$ cat config.mk
export PLATFORM = sky130hd
export DESIGN_NAME = nes_dual_poll_scheduler_flat
export DESIGN_NICKNAME = d
export VERILOG_FILES = /design/src/rtl/nes_pkg.sv /design/src/rtl/nes_dual_poll_scheduler_if.sv /design/src/rtl/nes_pad_capture.sv /design/src/rtl/nes_dual_poll_scheduler.sv /design/src/flat_wrapper.sv
export SDC_FILE = /design/constraint.sdc
export NUM_CORES = 1
export LEC_CHECK = 0
export CAP_MARGIN = 10
export CORE_MARGIN = 3
export CORE_UTILIZATION = 50
export CTS_CLUSTER_SIZE = 14
export DETAILED_ROUTE_END_ITERATION = 16
export GPL_TIMING_DRIVEN = 0
export PLACE_DENSITY = 0.79
export SLEW_MARGIN = 5
export SYNTH_ARGS = -nofsm -noshare
export SYNTH_HDL_FRONTEND = slang
export SYNTH_SLANG_ARGS = --single-unit
$ cat constraint.sdc
create_clock -name clk -period 3.2 [get_ports clk]
set_input_delay 0.64 -clock clk [delete_from_list [all_inputs] [get_ports clk]]
set_output_delay 0.64 -clock clk [all_outputs]
set_load 0.01 [all_outputs]
$ cat src/rtl/nes_pkg.sv
// Shared definitions for the dual NES pad poller.
// Holds the button bit map, the scheduler state encoding and the button word width.
package nes_pkg;

    localparam int unsigned NES_BTN_W = 8;
    localparam int unsigned NES_IDX_W = $clog2(NES_BTN_W);

    // Serial order out of the pad, which is also the bit position in the button word
    localparam int unsigned BTN_A      = 0;
    localparam int unsigned BTN_B      = 1;
    localparam int unsigned BTN_SELECT = 2;
    localparam int unsigned BTN_START  = 3;
    localparam int unsigned BTN_UP     = 4;
    localparam int unsigned BTN_DOWN   = 5;
    localparam int unsigned BTN_LEFT   = 6;
    localparam int unsigned BTN_RIGHT  = 7;

    typedef enum logic [1:0] {
        IDLE  = 2'd0,
        LATCH = 2'd1,
        READ  = 2'd2
    } nes_state_e;

endpackage

$ cat src/rtl/nes_dual_poll_scheduler_if.sv
// Bus between the dual NES pad poller and its surroundings.
//   frame_tick        poll request
//   data0 / data1     pad serial data, active-low
//   latch / nes_clk   shared pad latch and shift clock
//   buttons0/1        debounced-by-frame button words, 1 = pressed
//   pressed0/1        one-cycle press-edge pulses
//   valid             new button words this cycle
//   busy              a poll is in progress
// master: the scheduler side. slave: the game / pad side.
interface nes_dual_poll_scheduler_if;
    import nes_pkg::*;

    logic                 frame_tick;
    logic                 data0;
    logic                 data1;
    logic                 latch;
    logic                 nes_clk;
    logic [NES_BTN_W-1:0] buttons0;
    logic [NES_BTN_W-1:0] buttons1;
    logic [NES_BTN_W-1:0] pressed0;
    logic [NES_BTN_W-1:0] pressed1;
    logic                 valid;
    logic                 busy;

    modport master (
        input  frame_tick, data0, data1,
        output latch, nes_clk, buttons0, buttons1, pressed0, pressed1, valid, busy
    );

    modport slave (
        output frame_tick, data0, data1,
        input  latch, nes_clk, buttons0, buttons1, pressed0, pressed1, valid, busy
    );

endinterface

$ cat src/rtl/nes_pad_capture.sv
// Per-pad capture and publish stage.
// Collects one inverted serial bit per sample strobe into a shadow register, and on
// commit publishes it as the button word together with its press-edge pulses.
//   clk, reset   system clock, synchronous active-high reset
//   sample_i     capture data_n_i into bit bit_idx_i
//   bit_idx_i    button index of the bit being shifted out
//   data_n_i     pad serial data, active-low
//   commit_i     publish the shadow word
//   buttons_o    published button word
//   pressed_o    one-cycle rising-edge pulses of buttons_o
module nes_pad_capture
    import nes_pkg::*;
(
    input  logic                 clk,
    input  logic                 reset,
    input  logic                 sample_i,
    input  logic [NES_IDX_W-1:0] bit_idx_i,
    input  logic                 data_n_i,
    input  logic                 commit_i,
    output logic [NES_BTN_W-1:0] buttons_o,
    output logic [NES_BTN_W-1:0] pressed_o
);

    logic [NES_BTN_W-1:0] cap_q, cap_d;
    logic [NES_BTN_W-1:0] buttons_q, buttons_d;
    logic [NES_BTN_W-1:0] pressed_q, pressed_d;

    always_comb begin
        cap_d     = cap_q;
        buttons_d = buttons_q;
        pressed_d = '0;
        if (sample_i) begin
            cap_d[bit_idx_i] = ~data_n_i;
        end
        if (commit_i) begin
            buttons_d = cap_q;
            pressed_d = cap_q & ~buttons_q;
        end
    end

    always_ff @(posedge clk) begin
        if (reset) begin
            cap_q     <= '0;
            buttons_q <= '0;
            pressed_q <= '0;
        end else begin
            cap_q     <= cap_d;
            buttons_q <= buttons_d;
            pressed_q <= pressed_d;
        end
    end

    assign buttons_o = buttons_q;
    assign pressed_o = pressed_q;

endmodule

$ cat src/rtl/nes_dual_poll_scheduler.sv
// Polls two NES pads sharing latch and nes_clk, publishing both button words atomically
// with a valid strobe and press-edge pulses once per poll.
//   clk, reset   system clock, synchronous active-high reset
//   bus          nes_dual_poll_scheduler_if.master (see interface file for members)
// Optional build macro NES_AUTO_POLL_EN adds a free-running POLL_PERIOD request timer
// ORed with frame_tick.
module nes_dual_poll_scheduler
    import nes_pkg::*;
#(
    parameter int unsigned LATCH_CYC   = 1200,
    parameter int unsigned HALF_CYC    = 600,
    parameter int unsigned POLL_PERIOD = 1666667
) (
    input  logic                         clk,
    input  logic                         reset,
    nes_dual_poll_scheduler_if.master    bus
);

    if (LATCH_CYC < 1 || HALF_CYC < 1 || POLL_PERIOD < 1) begin : g_bad_param
        $error("LATCH_CYC, HALF_CYC and POLL_PERIOD must all be >= 1");
    end

    // One counter serves both the latch phase and the per-bit phase
    localparam int unsigned CntMax = (LATCH_CYC > 2 * HALF_CYC) ? LATCH_CYC - 1
                                                                 : 2 * HALF_CYC - 1;
    localparam int unsigned CntW   = (CntMax > 1) ? $clog2(CntMax + 1) : 1;

    localparam logic [CntW-1:0] LatchLast = CntW'(LATCH_CYC - 1);
    localparam logic [CntW-1:0] HalfLast  = CntW'(HALF_CYC - 1);
    localparam logic [CntW-1:0] HalfCyc   = CntW'(HALF_CYC);
    localparam logic [CntW-1:0] BitLast   = CntW'(2 * HALF_CYC - 1);
    localparam logic [NES_IDX_W-1:0] IdxLast = NES_IDX_W'(NES_BTN_W - 1);

    nes_state_e           state_q, state_d;
    logic [CntW-1:0]      cnt_q, cnt_d;
    logic [NES_IDX_W-1:0] bit_q, bit_d;
    logic                 pending_q, pending_d;
    logic                 latch_q, nes_clk_q, valid_q, busy_q;
    logic                 req;
    logic                 sample;
    logic                 commit;

`ifdef NES_AUTO_POLL_EN
    localparam int unsigned AutoW = (POLL_PERIOD > 1) ? $clog2(POLL_PERIOD) : 1;
    localparam logic [AutoW-1:0] AutoLast = AutoW'(POLL_PERIOD - 1);

    logic [AutoW-1:0] auto_cnt_q, auto_cnt_d;
    logic             auto_req;

    always_comb begin
        auto_req   = (auto_cnt_q == AutoLast);
        auto_cnt_d = auto_req ? '0 : auto_cnt_q + 1'b1;
    end

    always_ff @(posedge clk) begin
        if (reset) begin
            auto_cnt_q <= '0;
        end else begin
            auto_cnt_q <= auto_cnt_d;
        end
    end

    assign req = bus.frame_tick | auto_req;
`else
    assign req = bus.frame_tick;
`endif

    always_comb begin
        state_d   = state_q;
        cnt_d     = cnt_q;
        bit_d     = bit_q;
        pending_d = pending_q;
        sample    = 1'b0;
        commit    = 1'b0;
        unique case (state_q)
            IDLE: begin
                if (req || pending_q) begin
                    state_d   = LATCH;
                    cnt_d     = '0;
                    pending_d = 1'b0;
                end
            end
            LATCH: begin
                if (req) pending_d = 1'b1;
                if (cnt_q == LatchLast) begin
                    state_d = READ;
                    cnt_d   = '0;
                    bit_d   = '0;
                end else begin
                    cnt_d = cnt_q + 1'b1;
                end
            end
            READ: begin
                if (req) pending_d = 1'b1;
                // Sample at the end of the low phase, before the rising nes_clk shifts the pad
                sample = (cnt_q == HalfLast);
                if (cnt_q == BitLast) begin
                    cnt_d = '0;
                    if (bit_q == IdxLast) begin
                        // Publish edge; a request seen now (or earlier) chains the next poll
                        commit    = 1'b1;
                        pending_d = 1'b0;
                        state_d   = (req || pending_q) ? LATCH : IDLE;
                    end else begin
                        bit_d = bit_q + 1'b1;
                    end
                end else begin
                    cnt_d = cnt_q + 1'b1;
                end
            end
            default: begin
                state_d = IDLE;
            end
        endcase
    end

    always_ff @(posedge clk) begin
        if (reset) begin
            state_q   <= IDLE;
            cnt_q     <= '0;
            bit_q     <= '0;
            pending_q <= 1'b0;
            latch_q   <= 1'b0;
            nes_clk_q <= 1'b0;
            valid_q   <= 1'b0;
            busy_q    <= 1'b0;
        end else begin
            state_q   <= state_d;
            cnt_q     <= cnt_d;
            bit_q     <= bit_d;
            pending_q <= pending_d;
            // Outputs decode the next state so they line up with the state register
            latch_q   <= (state_d == LATCH);
            nes_clk_q <= (state_d == READ) && (cnt_d >= HalfCyc);
            valid_q   <= commit;
            busy_q    <= (state_d != IDLE);
        end
    end

    logic [NES_BTN_W-1:0] buttons0, buttons1, pressed0, pressed1;

    nes_pad_capture u_pad0 (
        .clk       (clk),
        .reset     (reset),
        .sample_i  (sample),
        .bit_idx_i (bit_q),
        .data_n_i  (bus.data0),
        .commit_i  (commit),
        .buttons_o (buttons0),
        .pressed_o (pressed0)
    );

    nes_pad_capture u_pad1 (
        .clk       (clk),
        .reset     (reset),
        .sample_i  (sample),
        .bit_idx_i (bit_q),
        .data_n_i  (bus.data1),
        .commit_i  (commit),
        .buttons_o (buttons1),
        .pressed_o (pressed1)
    );

    assign bus.latch    = latch_q;
    assign bus.nes_clk  = nes_clk_q;
    assign bus.valid    = valid_q;
    assign bus.busy     = busy_q;
    assign bus.buttons0 = buttons0;
    assign bus.buttons1 = buttons1;
    assign bus.pressed0 = pressed0;
    assign bus.pressed1 = pressed1;

endmodule
$ cat src/flat_wrapper.sv
// flat-port wrapper written by rule: the top's interface ports become plain ports
module nes_dual_poll_scheduler_flat import nes_pkg::*;
#(
    parameter int unsigned LATCH_CYC   = 1200,
    parameter int unsigned HALF_CYC    = 600,
    parameter int unsigned POLL_PERIOD = 1666667
)
  (clk, reset, bus_frame_tick, bus_data0, bus_data1, bus_latch, bus_nes_clk, bus_buttons0, bus_buttons1, bus_pressed0, bus_pressed1, bus_valid, bus_busy);
  nes_dual_poll_scheduler_if bus_i ();
  input  logic clk;
  input  logic reset;
  input wire logic [$bits(bus_i.frame_tick)-1:0] bus_frame_tick;
  input wire logic [$bits(bus_i.data0)-1:0] bus_data0;
  input wire logic [$bits(bus_i.data1)-1:0] bus_data1;
  output wire logic [$bits(bus_i.latch)-1:0] bus_latch;
  output wire logic [$bits(bus_i.nes_clk)-1:0] bus_nes_clk;
  output wire logic [$bits(bus_i.buttons0)-1:0] bus_buttons0;
  output wire logic [$bits(bus_i.buttons1)-1:0] bus_buttons1;
  output wire logic [$bits(bus_i.pressed0)-1:0] bus_pressed0;
  output wire logic [$bits(bus_i.pressed1)-1:0] bus_pressed1;
  output wire logic [$bits(bus_i.valid)-1:0] bus_valid;
  output wire logic [$bits(bus_i.busy)-1:0] bus_busy;
  assign bus_i.frame_tick = bus_frame_tick;
  assign bus_i.data0 = bus_data0;
  assign bus_i.data1 = bus_data1;
  assign bus_latch = bus_i.latch;
  assign bus_nes_clk = bus_i.nes_clk;
  assign bus_buttons0 = bus_i.buttons0;
  assign bus_buttons1 = bus_i.buttons1;
  assign bus_pressed0 = bus_i.pressed0;
  assign bus_pressed1 = bus_i.pressed1;
  assign bus_valid = bus_i.valid;
  assign bus_busy = bus_i.busy;
  nes_dual_poll_scheduler #(.LATCH_CYC(LATCH_CYC), .HALF_CYC(HALF_CYC), .POLL_PERIOD(POLL_PERIOD)) u_core (.clk(clk), .reset(reset), .bus(bus_i));
endmodule
* Word level (Yosys, flattened, before mapping) *
Cells that the tools add are included.

cells by class
  add/subtract/negate cells = 2
  magnitude comparators = 3
  equal/unequal tests = 11
  muxes and demuxes = 26
  bitwise gates (word level) = 7
  reduce and logical (&&, ||, !) cells = 11

operators with widths
  operator                                               count
  two-way mux 11 bit                                     2
  case mux 11 bit (2 select lines)                       1
  bitwise AND 8 bit                                      2
  bitwise mux 8 bit                                      2
  inverter 8 bit                                         2
  adder 11 x 1 -> 11 bit, second input constant          1
  equality test 11 x 10 -> 1 bit, second input constant  1
  equality test 11 bit, second input constant            1
  >= comparator 11 x 10 -> 1 bit, second input constant  1
  two-way mux 1 bit                                      10
  two-way mux 3 bit                                      3
  two-way mux 2 bit                                      4
  != test 2 x 1 -> 1 bit, second input constant          3
  case mux 2 bit (3 select lines)                        1
  case mux 3 bit (2 select lines)                        1
  equality test 2 x 1 -> 1 bit, second input constant    2
  equality test 2 bit, second input constant             2
  < comparator 3 x 4 -> 1 bit, second input constant     1
  AND reduction 4 bit                                    1
  nonzero test 2 bit                                     2
  OR reduction 2 bit                                     2
  adder 3 x 1 -> 3 bit, second input constant            1
  demux 1 bit (select 3 bit)                             1
  equality test 3 bit, second input constant             1
  other kinds (9)                                        12

storage, ports and cells
  flip-flop bits (word level) = 69
  logic and storage cells = 74

* Logic depth before layout (Yosys ltp) *
Gate-level depths: netlist of the first run.

  depth in word-level cells = 7
  mapped depth = 9
  gate-level depth less buffers = 8

* Hierarchy *
Synthesis of the first run repeated with hierarchy kept, for this count alone.

unflattened totals
  cells, all modules = 304
  area, all modules = 3210.6 sq um

by module, submodules not included
  module                   instances  cells each  area an instance (sq um)  sequential area each (sq um)
  nes_pad_capture          2          78          950.9                     480.5
  nes_dual_poll_scheduler  1          148         1308.8                    420.4

* Worst setup path before layout of the first run *
No wires, ideal clock.

  kind = register -> register
  start point = register u_core.cnt_q[10]
  end point = register u_core.u_pad0.pressed_q[7] (netlist: u_core.u_pad0.pressed_o[7])
  setup time = 73 ps
  arrival = 2138 ps
  data required time = 3127 ps
  slack = 990 ps
  stages on the path, launching flop included = 9
  path buffers = 4
  cells stage by stage = dfxtp_1 > buf_4 > or4b_4 > or4_4 > buf_6 > or2_1 > buf_6 > buf_8 > nor3b_2

between the ends
  word-level cells in the longest chain between the ends = 5

RTL lines
  what                          line                            text
  from (decl)                   nes_dual_poll_scheduler.sv:35   logic [CntW-1:0] cnt_q, cnt_d;
  from (signal assigned)        nes_dual_poll_scheduler.sv:129  cnt_q <= cnt_d;
  equality test 11 bit          nes_dual_poll_scheduler.sv:97   if (cnt_q == BitLast) begin
  two-way mux 1 bit             nes_dual_poll_scheduler.sv:97
  two-way mux 1 bit             nes_dual_poll_scheduler.sv:75   unique case (state_q)
  inverter 1 bit (no line)      --
  OR reduction 2 bit (no line)  --
  to (signal assigned)          nes_pad_capture.sv:49           pressed_q <= pressed_d;
  to (decl)                     nes_pad_capture.sv:26           logic [NES_BTN_W-1:0] pressed_q, pressed_d;

No other way between the ends.
A chain may end at the register's enable or synchronous reset.

* Worst setup path in the final report of the first run *
  start point = register u_core.cnt_q[0]
  end point = register u_core.nes_clk_q (netlist: u_core.bus.nes_clk)

between the ends
  word-level cells in the longest chain between the ends = 5
  elaborated cells between the ends (all ways) = 11
  classes of those cells = add/sub: 1; order compare: 1; eq/ne: 2; mux: 6; reduce/logical: 1

RTL lines
  what                                                                                 line                                                          text
  adder 11 x 1 -> 11 bit or equality test 11 bit (tied branches)                       --
  two-way mux 11 bit, or another cell as far along                                     nes_dual_poll_scheduler.sv:85, nes_dual_poll_scheduler.sv:97
  case mux 11 bit (2 select lines) or case mux 2 bit (3 select lines) (tied branches)  nes_dual_poll_scheduler.sv:75
  >= comparator 11 x 10 -> 1 bit or equality test 2 bit (tied branches)                nes_dual_poll_scheduler.sv:134                                nes_clk_q <= (state_d == READ) && (cnt_d >= HalfCyc);
  logical AND 1 bit (*)                                                                nes_dual_poll_scheduler.sv:134
  to (signal assigned)                                                                 nes_dual_poll_scheduler.sv:134
  to (decl)                                                                            nes_dual_poll_scheduler.sv:38                                 logic latch_q, nes_clk_q, valid_q, busy_q;

Mark *: on every way between the ends. The rest lies on a longest branch, timed or not.

==> flow_summary_export.csv, run 1 <==
group,metric,value,unit
outcome,outcome,"complete, no violations",
synth,synth_area,2923,sq um
sta,setup_viol,0,
critical_path,worstPathRequired,3.47,ns
pwr,ir_drop,0.0002990,V
sta,skew,0.006633,ns
pwr,p_leak,1.249,nW
finish,fill_cells,468,
critical_path,arrival,2.85,ns
drt,wl_per_cell,14.81,um
drt,vias,2458,
clock_tree,cts.sinks,69,
sta,min_period_over_period,0.8076,
critical_path,start_kind,"register",
grt,grt_max_degree,13,
clock_tree,hold_buffers,0,
drt,viasPerCell,5.402,
sta,worst_pin_slew,0.5868,ns
synth,postSynthCellCount,328,
grt,grt_use_total,0.2127,
pwr,p_per_area,459.1,nW/um^2
clock_tree,clock_latency,0.34,ns
critical_path,critPathMaxFanout,7,
clock_tree,post_cts_buffers,0,
clock_tree,cts_resized,0,
flow_run,max-cap-violations,0,
finish,multiInputGateArea,1416,sq um
synth,synth_top_flop_cell,"dfxtp_1",
critical_path,worstRegToRegCells,7,
synth,yosys.area.top_type,"dfxtp_1",
finish,drive_above_1_share,0.09399,
synth,syn_nets,340,
drt,drtPass1Iterations,4,
place,portBuffers,40,
synth,synthArstFlopShare,0,
die,floorplan.initialDensity,0.5244,
drt,ant_nets,0,
synth,syn_avg_cell_area,8.911,sq um
sta,fin_setup_tns,0,ns
die,die_area,6799,sq um
die,core,5574,sq um
die,die_y,82.46,um
sta,max_slew_margin,0.6055,
critical_path,end_kind,"register",
critical_path,rrSetupSlack,0.62,ns
grt,first_global_vias,2315,
grt,grt_pass1_wl,10850,um
synth,yosysSeqAreaShare,0.4726,
sta,rsz0062_at_grt,"false",
critical_path,crit-reg2reg-capture,"u_core.bus.nes_clk$_SDFF_PP0_",
synth,ys_warn_count,0,
finish,syn_to_final_growth,23.20,%
place,dp_hpwl,4821,um
sta,holdWs,0.4474,ns
drt,drc,0,
sta,hold_violations,0,
clock_tree,numCtsBuffers,9,
critical_path,criticalPathCategory,"reg2reg",
finish,regArea,1381,sq um
die,io_pins,41,
clock_tree,cts_tree,"yes",
worst_hold_path,hold_path_end,"u_core.u_pad0.pressed_o[6]$_SDFF_PP0_",
grt,antenna_found_initial,0,
drt,wl,6737,um
drt,drt_iter0_drc,129,
worst_hold_path,hold_path.startpoint,"u_core.u_pad0.buttons_o[6]$_SDFFE_PP0P_",
synth,synth_edf_count,0,
synth,synth.top_cell.area_share,0.4726,
place,place.gp.congestion,0.8730,
sta,fmax,386.9,MHz
clock_tree,cts_max_level,3,
finish,fin_nets,391,
sta,final.min_clock_period,2.584,ns
die,die_width,82.46,um
die,num_rows,27,
synth,synth.ff_latch_count,69,
clock_tree,clock_tree.root_cell,"clkbuf_8",
synth,yosys-top-cells-area,"dfxtp_1, nand2_1, nor2_1",
worst_hold_path,hold_path_depth,1,
worst_hold_path,min-delay-path-class,"reg2reg",
sta,slew_viol_final,0,
critical_path,worstReg2RegStart,"u_core.cnt_q[0]$_SDFF_PP0_",
clock_tree,clock_path_buffers,2,
synth,ys_types,49,
grt,grt_overflow,0,
clock_tree,clkTransAtPathRegs,0.08,ns
finish,antenna_cells,0,
routing by layer:
| layer | track usage | wire length (um) | up-vias |
|---|---|---|---|
| li1 | - | - | 1251 |
| met5 | 0 | 0 | - |
| met4 | 0.08140 | 91 | 0 |
| met1 | 0.2848 | 3101 | 1128 |
| met3 | 0.04989 | 414 | 7 |
| met2 | 0.3309 | 3130 | 72 |
state kept, by name, indices dropped and copies added (netlist names), 3 cells and up:
name	cells
u_core.u_pad1.buttons_o	8
u_core.cnt_q	11
u_core.u_pad0.buttons_o	8
u_core.u_pad1.cap_q	8
u_core.bit_q	3
u_core.u_pad0.cap_q	8
u_core.u_pad0.pressed_o	8
u_core.u_pad1.pressed_o	8
metrics by stage:
step,utilization,std cells,area (sq um),power (mW),setup slack [ns]
after floorplan,-,328,2923,0.9438,0.9898
after global placement,0.6123,440,3413,0.9774,0.5211
after detailed placement,0.6123,440,3413,0.9796,0.4615
after CTS,0.6460,455,3601,1.658,0.6438
after global routing,0.6460,455,3601,1.710,0.3684
final,0.6460,455,3601,1.653,0.6156
cells in the mapped netlist (2+ instances only):
cell type / instances
o21ai_0: 9
nor3b_2: 9
buf_6: 2
a211oi_1: 12
nand4_1: 6
nand3_1: 6
nand3b_1: 3
clkbuf_1: 10
or3_1: 2
nor3_1: 7
a21oi_1: 26
dfxtp_1: 69
nor2b_1: 5
o21ai_1: 2
inv_1: 10
or2_2: 2
nor3b_1: 10
nand2b_1: 5
a311oi_1: 2
o31ai_1: 3
ha_1: 7
a22oi_1: 2
mux2i_1: 8
and2_1: 2
nand2_1: 48
nor2_1: 38
power breakdown:
group	internal, mW	switching, mW
registers	0.866	0.00677
logic	0.0313	0.0567
clock network	0.355	0.338
total	1.25	0.401
kinds of logic (layout without fill, tap and decap cells):
logic type      Yosys count  after routing  synth area share
flops                    69             69            0.4726
simple gates            153            153            0.2847
fa+ha+maj                 7              7           0.02996
compound gates           65             65            0.1387
buf+inv                  25             80           0.04281
mux                       9              9           0.03125
critical path, cell delays in order, from the launching register on:
cell	delay, ns
dfxtp_1	0.41
ha_1	0.30
nand4_1	0.24
nor3_2	0.49
nand2_1	0.17
a311oi_1	0.49
o311ai_0	0.22
a31oi_1	0.18
cell usage in the layout, fill, tap and decap left out, types with 2 or more instances in the layout:
cell / count
ha_1: 7
dfxtp_1: 69
o21ai_0: 9
a211oi_1: 12
or3_1: 2
clkbuf_1: 10
and2_1: 2
nand4_1: 6
clkdlybuf4s50_1: 40
nor2b_1: 5
o31ai_1: 3
clkinv_2: 2
nand3_1: 6
a22oi_1: 2
nor3_1: 7
mux2i_1: 8
nor2_1: 38
buf_6: 2
inv_1: 10
or2_2: 2
o21ai_1: 2
a311oi_1: 2
clkbuf_8: 9
nor3b_2: 9
nor3b_1: 10
a21oi_1: 26
nand3b_1: 3
clkinvlp_4: 2
nand2_1: 48
nand2b_1: 5
worst max-delay path by stage:
stage / from / end / depth (start not counted)
final: u_core.cnt_q[0]$_SDFF_PP0_ / u_core.bus.nes_clk$_SDFF_PP0_ / 7
after global routing: u_core.cnt_q[0]$_SDFF_PP0_ / u_core.bus.nes_clk$_SDFF_PP0_ / 7
after CTS: u_core.cnt_q[0]$_SDFF_PP0_ / u_core.bus.nes_clk$_SDFF_PP0_ / 7
after detailed placement: bus_frame_tick / u_core.bus.nes_clk$_SDFF_PP0_ / 8
after global placement: bus_frame_tick / u_core.bus.nes_clk$_SDFF_PP0_ / 8
after floorplan: u_core.cnt_q[10]$_SDFF_PP0_ / u_core.u_pad0.pressed_o[7]$_SDFF_PP0_ / 8
final cells by class:
class | instances | area share
tap | 72 | 0.02502
multi-input combinational | 234 | 0.3933
clock inverter | 6 | 0.01772
inverter | 10 | 0.01042
sequential | 69 | 0.3836
timing repair buffer | 40 | 0.1112
clock buffer | 9 | 0.03440
buffer | 15 | 0.02432
No activity file was read; power rests on OpenSTA's default activity.
==> run 2: changes to the inputs <==
==> constraint.sdc (replaced) <==
create_clock -name clk -period 2.52 [get_ports clk]
set_input_delay 0.504 -clock clk [delete_from_list [all_inputs] [get_ports clk]]
set_output_delay 0.504 -clock clk [all_outputs]
set_load 0.01 [all_outputs]
==> run 2 against run 1 <==
Effect of this change: combinational power rose by 34%; sequential cell count stayed put; via count grew 1.7%; critical path type unchanged.
==> flow_summary_export.csv, run 2 (synthesized netlist as in run 1, its figures left out) <==
group,metric,value,unit
die,io_pins,41,
finish,layout_commonest_cell,"dfxtp_1",
grt,grt_max_degree,13,
drt,wl,6813,um
drt,wl_per_cell,14.81,um
drt,drt_iter0_drc,105,
worst_hold_path,min-delay-path-class,"reg2reg",
outcome,outcome,"complete, no violations",
pwr,total_power,2.105,mW
sta,hold_violations,0,
die,core,5574,sq um
place,postPlaceCellArea,3413,sq um
drt,vias,2499,
sta,fmax,418.2,MHz
critical_path,end_kind,"register",
critical_path,criticalPathCategory,"reg2reg",
finish,finalInstanceArea,3696,sq um
pwr,p_per_area,569.6,nW/um^2
sta,min_period_over_period,0.9488,
clock_tree,cts_max_level,3,
sta,final.min_clock_period,2.391,ns
finish,drive_above_1_share,0.1314,
pwr,ir_drop,0.0003757,V
clock_tree,clock_path_buffers,2,
drt,highest_layer,"met4",
grt,first_global_vias,2325,
finish,fill_cells,461,
finish,fin_nets,396,
sta,fin_setup_tns,0,ns
die,floorplan.initialDensity,0.5244,
clock_tree,clkTransAtPathRegs,0.08,ns
clock_tree,clock_latency,0.34,ns
finish,syn_to_final_growth,26.46,%
sta,worst_pin_slew,0.5758,ns
critical_path,worstReg2RegStart,"u_core.cnt_q[6]$_SDFF_PP0_",
finish,regArea,1383,sq um
critical_path,critPathMaxFanout,10,
drt,wl_met3,393,um
die,die_area,6799,sq um
pwr,p_leak,1.299,nW
drt,drtPass1Iterations,4,
finish,antenna_cells,0,
grt,antenna_found_initial,0,
worst_hold_path,hold_path.startpoint,"u_core.u_pad0.buttons_o[6]$_SDFFE_PP0P_",
drt,met1_length,3141,um
critical_path,crit-reg2reg-capture,"u_core.u_pad1.pressed_o[7]$_SDFF_PP0_",
sta,skew,0.005722,ns
finish,largest-register,"u_core.cnt_q",
clock_tree,cts_tree,"yes",
clock_tree,numCtsBuffers,9,
finish,final_cell_mix,"dfxtp_1, nand2_1, clkdlybuf4s50_1, nor2_1, a21oi_1",
finish,largest_reg_flops,11,
worst_hold_path,hold_path_depth,1,
sta,holdWs,0.4473,ns
sta,slew_viol_final,0,
grt,grt_use_total,0.2139,
grt,grt_pass1_wl,10910,um
place,place.gp.congestion,0.8730,
die,die_y,82.46,um
critical_path,arrival,2.67,ns
flow_run,max-cap-violations,0,
die,die_width,82.46,um
clock_tree,hold_buffers,0,
clock_tree,cts.sinks,69,
critical_path,worstPathRequired,2.79,ns
worst_hold_path,hold_path_end,"u_core.u_pad0.pressed_o[6]$_SDFF_PP0_",
drt,drc,0,
sta,max_slew_margin,0.6161,
place,dp_hpwl,4821,um
critical_path,worstRegToRegCells,7,
clock_tree,clock_tree.root_cell,"clkbuf_8",
die,num_rows,27,
drt,route.met2.wl,3148,um
drt,viasPerCell,5.433,
finish,utilization,0.6631,
critical_path,start_kind,"register",
finish,multiInputGateArea,1473,sq um
sta,setup_viol,0,
place,portBuffers,40,
critical_path,rrSetupSlack,0.13,ns
sta,rsz0062_at_grt,"true",
grt,grt_overflow,0,
drt,ant_nets,0,
## run 2: report_power, final
part / leakage (nW) / internal (mW) / switching, mW / total, mW
logic: 0.651 / 0.0432 / 0.0744 / 0.118
registers: 0.557 / 1.10 / 0.00904 / 1.11
clock network: 0.0915 / 0.451 / 0.428 / 0.879
total: 1.30 / 1.59 / 0.512 / 2.11
## run 2: layout make-up
class	count	share of cell area
multi-input combinational	234	0.3984
sequential	69	0.3741
timing repair buffer	45	0.1185
clock buffer	9	0.03351
tap	72	0.02437
buffer	15	0.02370
clock inverter	6	0.01726
inverter	10	0.01016
## run 2: worst max-delay path by stage
stage / start / end / cells after the start
final: u_core.cnt_q[6]$_SDFF_PP0_ / u_core.u_pad1.pressed_o[7]$_SDFF_PP0_ / 7
after global routing: u_core.state_q[0]$_SDFF_PP0_ / u_core.bus.nes_clk$_SDFF_PP0_ / 9
after CTS: u_core.cnt_q[0]$_SDFF_PP0_ / u_core.u_pad1.pressed_o[7]$_SDFF_PP0_ / 8
after detailed placement: bus_frame_tick / u_core.bus.nes_clk$_SDFF_PP0_ / 8
after global placement: bus_frame_tick / u_core.bus.nes_clk$_SDFF_PP0_ / 8
after floorplan: u_core.cnt_q[10]$_SDFF_PP0_ / u_core.u_pad0.pressed_o[7]$_SDFF_PP0_ / 8
## run 2: metrics by stage
step / worst slack [ns] / instances
floorplan: 0.3098 / 328
global placement: -0.02293 / 440
detailed placement: -0.08247 / 440
CTS: 0.04141 / 455
global route: -0.01533 / 460
finish: 0.1290 / 460
## run 2: critical path, cell delays in order, from the launching register on
cell,delay (ns)
dfxtp_1,0.37
or4b_4,0.60
or4_4,0.50
buf_6,0.15
or2_1,0.22
buf_6,0.15
buf_8,0.15
nor3b_2,0.17
## run 2: what timing repair did
action,4_1_cts,5_1_grt
setup buffers,0,5
setup endpoints to repair,1,32
cloned,0,0
resized for setup,1,11
## run 2: layer usage
layer | track usage | up-vias
li1 | - | 1263
met3 | 0.04989 | 9
met4 | 0.08140 | 0
met5 | 0 | -
met1 | 0.2864 | 1156
met2 | 0.3333 | 71
==> run 3: changes to the inputs <==
--- a/config.mk
+++ b/config.mk
@@ -7,11 +7,11 @@
 export LEC_CHECK = 0
 export CAP_MARGIN = 10
 export CORE_MARGIN = 3
-export CORE_UTILIZATION = 50
+export CORE_UTILIZATION = 54
 export CTS_CLUSTER_SIZE = 14
 export DETAILED_ROUTE_END_ITERATION = 16
 export GPL_TIMING_DRIVEN = 0
-export PLACE_DENSITY = 0.79
+export PLACE_DENSITY = 0.84
 export SLEW_MARGIN = 5
 export SYNTH_ARGS = -nofsm -noshare
 export SYNTH_HDL_FRONTEND = slang
==> run 3 against run 2 <==
Effect of this change: via count is 0.20% lower; clock power is 16% higher; combinational power hardly changed; worst setup slack worse by 0.018 ns; sequential power hardly changed; wire length is 3.0% higher; clock skew is 0.0076 ns higher; critical path depth is 2 higher; largest power group unchanged; maximum frequency is 0.75% lower; non-clock buffer count is 4 lower; sequential share of layout area is 0.11 points higher.
==> flow_summary_export.csv, run 3 (synthesized netlist as in run 1, its figures left out) <==
group,metric,value,unit
clock_tree,clock_tree.root_cell,"clkbuf_8",
critical_path,start_kind,"register",
clock_tree,cts.sinks,69,
place,portBuffers,40,
clock_tree,hold_buffers,0,
finish,syn_to_final_growth,26.07,%
critical_path,slowest_stage,"or4_4",
drt,vias,2494,
critical_path,path_cells,"ha_2 > nand4_1 > buf_4 > or4_4 > buf_6 > or2_1 > buf_6 > buf_8 > nor3b_2",
drt,drtPass1Iterations,4,
finish,largest_reg_flops,11,
critical_path,worstReg2RegStart,"u_core.cnt_q[0]$_SDFF_PP0_",
critical_path,crit_top_cell,"buf_6",
grt,grt_overflow,0,
pwr,p_per_area,607.8,nW/um^2
finish,layout_commonest_cell,"dfxtp_1",
finish,fin_nets,392,
die,die_y,79.57,um
drt,viasPerCell,5.481,
clock_tree,numCtsBuffers,9,
worst_hold_path,hold_path_end,"u_core.u_pad1.pressed_o[3]$_SDFF_PP0_",
place,dp_hpwl,4772,um
drt,drc,0,
sta,skew,0.01335,ns
sta,setup_viol,0,
worst_hold_path,hold_path.startpoint,"u_core.u_pad1.buttons_o[3]$_SDFFE_PP0P_",
place,postPlaceCellArea,3411,sq um
pwr,total_power,2.240,mW
critical_path,crit_path_max_incr_delay,0.53,ns
clock_tree,clock_path_buffers,2,
clock_tree,cts_max_level,3,
outcome,outcome,"complete, no violations",
critical_path,criticalPathCategory,"reg2reg",
critical_path,worstRegToRegCells,9,
sta,final.min_clock_period,2.409,ns
drt,wl,7018,um
worst_hold_path,min-delay-path-class,"reg2reg",
grt,antenna_found_initial,0,
sta,hold_violations,0,
drt,wl_per_cell,15.42,um
critical_path,rrSetupSlack,0.11,ns
grt,grt_pass1_wl,11470,um
clock_tree,clock_latency,0.36,ns
grt,grt_use_total,0.2379,
sta,max_slew_margin,0.5817,
sta,rsz0062_at_grt,"true",
pwr,ir_drop,0.0005902,V
critical_path,arrival,2.69,ns
die,floorplan.initialDensity,0.5651,
critical_path,end_kind,"register",
die,die_width,79.57,um
critical_path,worstPathRequired,2.80,ns
grt,grt_max_degree,13,
flow_run,max-cap-violations,0,
finish,antenna_cells,0,
finish,final_cell_mix,"dfxtp_1, nand2_1, clkdlybuf4s50_1, nor2_1, a21oi_1",
grt,first_global_vias,2371,
finish,largest-register,"u_core.cnt_q",
die,die_area,6331,sq um
sta,worst_pin_slew,0.6274,ns
place,place.gp.congestion,0.8734,
die,core,5172,sq um
clock_tree,clkTransAtPathRegs,0.08,ns
finish,drive_above_1_share,0.1143,
sta,slew_viol_final,0,
critical_path,crit-reg2reg-capture,"u_core.u_pad1.pressed_o[7]$_SDFF_PP0_",
die,num_rows,26,
drt,drt_iter0_drc,132,
worst_hold_path,hold_path_depth,1,
pwr,p_leak,1.288,nW
finish,finalInstanceArea,3685,sq um
clock_tree,cts_tree,"yes",
critical_path,critPathMaxFanout,10,
sta,min_period_over_period,0.9560,
drt,ant_nets,0,
sta,holdWs,0.4486,ns
sta,fmax,415.1,MHz
die,io_pins,41,
[run 3: cell count changes in the layout (fill, tap and decap cells not counted), sizes merged]
cell    before  now
buf         10    6
clkbuf      19   21
bufinv       1    2
clkinv       2    1
inv         11   10
[run 3: timing repair]
item                       in CTS  in global routing
pin swaps                       0                  1
resized for setup               3                  6
buffers inserted                0                  1
setup endpoints to repair       6                 30
[run 3: power by group]
part	switching [mW]	internal (mW)
clock	0.431	0.586
sequential	0.00833	1.10
combinational	0.0736	0.0414
total	0.513	1.73
[run 3: final cells by class]
cell class | instances | area (sq um)
tap | 70 | 87.58
sequential | 69 | 1383
buffer | 15 | 87.58
fill | 380 | 1488
clock buffer | 11 | 141.4
inverter | 10 | 37.54
timing repair buffer | 41 | 407.9
clock inverter | 5 | 83.83
multi-input combinational | 234 | 1456
[run 3: worst max-delay path, delay by kind of cell (launching register included)]
family                     cells  cell delay [ns]
adders and majority gates      1             0.27
buffers and inverters          4             0.63
DFF                            1             0.41
and+or+nand+nor                4             1.03
[run 3: per-layer routing]
layer | GRT usage | share of wire | vias up | routed length, um
li1 | - | - | 1259 | -
met1 | 0.3090 | 0.46 | 1155 | 3198
met2 | 0.3715 | 0.47 | 69 | 3296
met3 | 0.06659 | 0.056 | 11 | 394
met4 | 0.09622 | 0.018 | 0 | 127
met5 | 0 | 0 | - | 0
[run 3: how the worst max path moves through the flow]
stage	start	to	slack [ns]	cells after the start
4_1_cts	u_core.state_q[0]$_SDFF_PP0_	u_core.u_pad0.cap_q[5]$_SDFFE_PP0P_	0.02	8
5_1_grt	u_core.cnt_q[5]$_SDFF_PP0_	u_core.bus.latch$_SDFF_PP0_	-0.02	9
2_1_floorplan	u_core.cnt_q[10]$_SDFF_PP0_	u_core.u_pad0.pressed_o[7]$_SDFF_PP0_	0.31	8
6_report	u_core.cnt_q[0]$_SDFF_PP0_	u_core.u_pad1.pressed_o[7]$_SDFF_PP0_	0.11	9
3_3_place_gp	u_core.cnt_q[0]$_SDFF_PP0_	u_core.bus.nes_clk$_SDFF_PP0_	0.002	7
3_5_place_dp	u_core.cnt_q[0]$_SDFF_PP0_	u_core.bus.nes_clk$_SDFF_PP0_	-0.1	7
[run 3: metrics by stage]
stage	util	setup TNS, ns	setup slack, ns	std cells
after floorplan	-	0	0.3098	328
after detailed placement	0.6594	-0.1632	-0.09827	438
after global placement	0.6594	0	0.001798	438
after CTS	0.7056	0	0.02111	454
after global routing	0.7124	-0.02767	-0.01743	455
final	0.7124	0	0.1108	455
